[src/rtl/regfile_write_arbiter.sv]
// rtl/regfile_write_arbiter.sv - register-file write port arbiter with aux-result scoreboard and starvation stall.
// Optional: SCOREBOARD_BYPASS_EN lets busy_x clear in the same cycle the aux result is written.
module regfile_write_arbiter #(
  parameter int ADDR_W       = 5,
  parameter int DATA_W       = 32,
  parameter int STARVE_LIMIT = 4
) (
  input  logic              clk,
  input  logic              rst,
  input  logic              pipe_we,
  input  logic [ADDR_W-1:0] pipe_waddr,
  input  logic [DATA_W-1:0] pipe_wdata,
  input  logic              aux_valid,
  input  logic [ADDR_W-1:0] aux_addr,
  input  logic [DATA_W-1:0] aux_data,
  output logic              aux_ready,
  input  logic              issue_en,
  input  logic [ADDR_W-1:0] issue_addr,
  input  logic [ADDR_W-1:0] query_addr_1,
  input  logic [ADDR_W-1:0] query_addr_2,
  output logic              busy_1,
  output logic              busy_2,
  output logic              stall_req,
  output logic              rf_write_en,
  output logic [ADDR_W-1:0] rf_write_addr,
  output logic [DATA_W-1:0] rf_write_data
);

  localparam int NREG  = 1 << ADDR_W;
  localparam int CNT_W = 4;
  localparam logic [CNT_W-1:0] W_LIMIT = CNT_W'(STARVE_LIMIT);

  typedef enum logic [1:0] {
    S_IDLE  = 2'd0,
    S_WAIT  = 2'd1,
    S_FORCE = 2'd2
  } state_t;

  state_t           r_state;
  state_t           w_state_nxt;
  logic [CNT_W-1:0] r_cnt;
  logic [CNT_W-1:0] w_cnt_nxt;
  logic [CNT_W-1:0] w_cnt_inc;
  logic             r_stall_req;
  logic [NREG-1:0]  r_sb;
  logic [NREG-1:0]  w_sb_nxt;

  logic w_pipe_sel;
  logic w_fire;
  logic w_blocked;
  logic w_busy_1;
  logic w_busy_2;

  // Pipeline writeback always wins; aux only gets the port on cycles the pipeline leaves free.
  assign w_pipe_sel = rst & pipe_we;
  assign w_fire     = rst & ~pipe_we & aux_valid;
  assign w_blocked  = aux_valid & ~w_fire;
  assign w_cnt_inc  = r_cnt + 4'd1;

  assign aux_ready   = w_fire;
  assign rf_write_en = w_pipe_sel | w_fire;

  always_comb begin
    rf_write_addr = '0;
    rf_write_data = '0;
    if (w_pipe_sel) begin
      rf_write_addr = pipe_waddr;
      rf_write_data = pipe_wdata;
    end else if (w_fire) begin
      rf_write_addr = aux_addr;
      rf_write_data = aux_data;
    end
  end

  always_comb begin
    w_state_nxt = r_state;
    w_cnt_nxt   = r_cnt;
    case (r_state)
      S_IDLE: begin
        if (w_blocked) begin
          w_cnt_nxt   = 4'd1;
          w_state_nxt = (W_LIMIT == 4'd1) ? S_FORCE : S_WAIT;
        end
      end
      S_WAIT: begin
        if (w_fire || !aux_valid) begin
          w_state_nxt = S_IDLE;
          w_cnt_nxt   = '0;
        end else begin
          w_cnt_nxt = w_cnt_inc;
          if (w_cnt_inc == W_LIMIT) begin
            w_state_nxt = S_FORCE;
          end
        end
      end
      S_FORCE: begin
        // Withdrawn aux request also releases the freeze so the pipeline cannot lock up.
        if (w_fire || !aux_valid) begin
          w_state_nxt = S_IDLE;
          w_cnt_nxt   = '0;
        end
      end
      default: begin
        w_state_nxt = S_IDLE;
        w_cnt_nxt   = '0;
      end
    endcase
  end

  // Clear on fire first, then set on issue, so a same-address reissue stays pending.
  always_comb begin
    w_sb_nxt = r_sb;
    if (w_fire) begin
      w_sb_nxt[aux_addr] = 1'b0;
    end
    if (issue_en && (issue_addr != '0)) begin
      w_sb_nxt[issue_addr] = 1'b1;
    end
  end

  always_ff @(posedge clk) begin
    if (!rst) begin
      r_state     <= S_IDLE;
      r_cnt       <= '0;
      r_stall_req <= 1'b0;
      r_sb        <= '0;
    end else begin
      r_state     <= w_state_nxt;
      r_cnt       <= w_cnt_nxt;
      r_stall_req <= (w_state_nxt == S_FORCE);
      r_sb        <= w_sb_nxt;
    end
  end

  assign stall_req = r_stall_req;

`ifdef SCOREBOARD_BYPASS_EN
  assign w_busy_1 = r_sb[query_addr_1] & ~(w_fire && (aux_addr == query_addr_1));
  assign w_busy_2 = r_sb[query_addr_2] & ~(w_fire && (aux_addr == query_addr_2));
`else
  assign w_busy_1 = r_sb[query_addr_1];
  assign w_busy_2 = r_sb[query_addr_2];
`endif

  assign busy_1 = rst & w_busy_1;
  assign busy_2 = rst & w_busy_2;

endmodule

[config.mk]
export PLATFORM = sky130hd
export DESIGN_NAME = regfile_write_arbiter
export DESIGN_NICKNAME = d
export VERILOG_FILES = /design/src/rtl/regfile_write_arbiter.sv
export SDC_FILE = /design/constraint.sdc
export NUM_CORES = 1
export LEC_CHECK = 0
export ABC_AREA = 1
export CORE_ASPECT_RATIO = 2
export CORE_MARGIN = 5
export CORE_UTILIZATION = 38
export CTS_CLUSTER_DIAMETER = 50
export DETAILED_ROUTE_END_ITERATION = 10
export PLACE_DENSITY = 0.77
export SLEW_MARGIN = 10
export SYNTH_ARGS = -nofsm -noshare
export SYNTH_HDL_FRONTEND = slang
export SYNTH_SLANG_ARGS = --single-unit
[constraint.sdc]
create_clock -name clk -period 1.8 [get_ports clk]
set_input_delay 0.54 -clock clk [delete_from_list [all_inputs] [get_ports clk]]
set_output_delay 0.54 -clock clk [all_outputs]
set_load 0.01 [all_outputs]
==> flow_summary_export.csv <==
group,metric,value,unit
yosys,synth_edf_count,0,
routing,postRouteWirelength,14900,um
sta,finalHoldViolCount,0,
yosys,synth.top_cell.area_share,27.2,%
critical_path,path_class,"in2out",
global_routing,grt_pass1_wl,21900,um
flow_run,cap_violations,0,
yosys,synth_adder_area_share,0.873,%
floorplan,io_pins,136,
global_routing,grt_usage,29.9,%
cells_and_area,area_growth,84.7,%
cts,cts_tree,"yes",
floorplan,die_h,133,um
cells_and_area,drive_above_1_share,36.5,%
floorplan,initial_utilization,39.1,%
critical_path,required,1.26,ns
place,pre_cts_slack,-1.09,ns
sta,worst_pin_slew,0.383,ns
hold_path,hp-class,"reg2reg",
cells_and_area,antenna_cells,0,
sta,finalClockSkew,0.000354,ns
cts,clockBufferDepth,2,
routing,drcViolationCount,0,
yosys,synth.yosys.seq_area_share,27.2,%
sta,slew_viol_final,0,
cts,htree_levels,2,
sta,min_period_over_period,119,%
yosys,synth.most_common_cell,"nand2_1",
floorplan,die_area,9480,um2
yosys,synthMuxAreaShare,0,%
sta,rsz0062_at_grt,"yes",
cts,cts_hold_buf,0,
yosys,synth_nets,535,
yosys,yosys.area_share.simple,33.4,%
place,hpwl,10800,um
critical_path,worstSetupStartpointType,"input port",
sta,period_needed,2.14,ns
yosys,synth_top_family_by_area,"simple AND/OR/NAND/NOR gates",
floorplan,coreArea,7320,um2
yosys,synth_ff_type,"dfxtp_1",
cells_and_area,fin_area,5290,um2
pwr,powerDensity,530,nW/um2
place,gp_congestion,1.09,
cts,clkSinkCount,39,
cts,cts_made_buffers,5,
critical_path,cp_max_fo,6,
sta,tns,-5.67,ns
routing,drtIter0Drc,346,
sta,max_slew_margin,74.3,%
yosys,synth_compound_area_share,27.1,%
yosys,synthXorXnorAreaFrac,0.611,%
outcome,status,"finished with violations",
critical_path,cp.arrival,1.60,ns
place,place_area,4610,um2
global_routing,grt_max_degree,36,
sta,setup_viol,34,
floorplan,num_rows,44,
pwr,ir_drop,0.000417,V
cts,cts_root_buf,"clkbuf_16",
global_routing,grt_pass1_vias,4241,
global_routing,antenna_found_initial,0,
place,numPortBuffers,135,
yosys,ys_top_cells_by_count,"nand2_1, nand3_1, a21oi_1",
floorplan,die_width,71.4,um
sta,fin_ws,-0.336,ns
yosys,synth_area_leaders,"dfxtp_1, nand2_1, a32o_1",
yosys,yosysTopAreaCell,"dfxtp_1",
yosys,yosysWarnings,0,
yosys,synth_cell_types,30,
cts,clock_latency,0.29,ns
routing,drt_pass1_iterations,7,
yosys,ys_ff_latch,39,
yosys,synth_area,2870,um2
routing,ant_nets,0,
cts,clk_transition_reported_paths,0.06,ns
sta,fmax,468,MHz
global_routing,grt.overflow.total,0,
routing,viasPerCell,5.86,
cells_and_area,final_nets,720,
routing,routedWlPerCell,20.8,um
outcome,violations,"setup timing",
pwr,leakagePower,2.35,nW
sta,hold_ws,0.484,ns
routing,route.vias.total,4203,
yosys,async_flop_share,0,%
critical_path,end_kind,"output pin",
yosys,syn-instance-count,439,
yosys,avgSynthCellArea,6.53,um2
## through the flow
step / power, W / cells / util, %
floorplan: 0.00120 / 439 / -
global placement: 0.00167 / 690 / 63.0
detailed placement: 0.00168 / 690 / 63.0
CTS: 0.00275 / 715 / 69.5
global route: 0.00290 / 717 / 72.3
finish: 0.00281 / 717 / 72.3
## worst paths after layout
| check | from | to | slack (ns) | cells after the start |
|---|---|---|---|---|
| setup reg to reg | r_cnt[0]$_SDFFE_PN0P_ | stall_req$_SDFF_PN0_ | 0.53 | 4 |
| setup / recovery | query_addr_1[0] | busy_1 | -0.34 | 11 |
| hold / removal | r_state[0]$_SDFF_PN0_ | r_cnt[0]$_SDFFE_PN0P_ | 0.48 | 1 |
| hold reg to reg | r_state[0]$_SDFF_PN0_ | r_cnt[0]$_SDFFE_PN0P_ | 0.48 | 1 |
## state kept, by name, summed over array words and instances (netlist names)
register / flops
r_sb: 32
stall_req: 1
r_cnt: 4
r_state: 2
## final cells by class
type                    count  area (um2)
inverters                  39         196
clock inverters             3        43.8
multi-input cells         338        2020
repair inverters            2        32.5
well taps                  92         115
flip-flops and latches     39         782
repair buffers            199        1980
clock buffers               5         125
fillers                   584        2030
## timing repair
action                                  CTS  global route
setup buffers                             8             3
resized for setup                       329            57
gates cloned                              9             3
pin swaps                                49            30
endpoints found under the setup margin   75            40
## where the power goes
| part | internal, W | leakage (nW) | switching, W | total, W |
|---|---|---|---|---|
| combinational | 0.000471 | 1.95 | 0.000412 | 0.000883 |
| sequential | 0.000875 | 0.316 | 0.0000183 | 0.000894 |
| clock | 0.000654 | 0.0838 | 0.000377 | 0.00103 |
| total | 0.00200 | 2.35 | 0.000807 | 0.00281 |
## logic make-up after synthesis
group | after synthesis
flip-flops | 39
AND/OR/NAND/NOR | 215
adder cells (fa/ha/maj) | 2
buffers and inverters | 62
XOR/XNOR | 2
AO/OA/AOI/OAI | 119
## routing by layer
layer | global-route usage, % | up-vias | part of all wire [%]
met2 | 56.1 | 310 | 54
met3 | 6.30 | 72 | 9.1
met4 | 18.5 | 0 | 6.9
met5 | 0 | - | 0
met1 | 28.1 | 1925 | 30
li1 | - | 1896 | -
## worst max-delay path: stages
cell and delay, ns:
buf_12 0.12, buf_12 0.15, nand2_1 0.14, nand3_2 0.09, nand3_2 0.08, nand2_2 0.05
nand2_1 0.07, nand2_1 0.08, nor2_2 0.12, nor2_2 0.03, buf_2 0.13
## cell usage in the layout (no fill, tap or decap), drive strengths merged
cell / count
a211oi: 1
a21boi: 1
a21oi: 42
a32o: 32
a32oi: 1
buf: 110
bufinv: 1
clkbuf: 7
clkdlybuf4s15: 1
clkdlybuf4s50: 56
clkinv: 7
dfxtp: 39
dlygate4sd2: 29
dlymetal6s2s: 1
ha: 2
inv: 36
nand2: 124
nand3: 63
nand4: 2
nor2: 21
nor3: 4
o21ai: 42
or2: 1
xor2: 2
No activity file was read; power rests on OpenSTA's default activity.
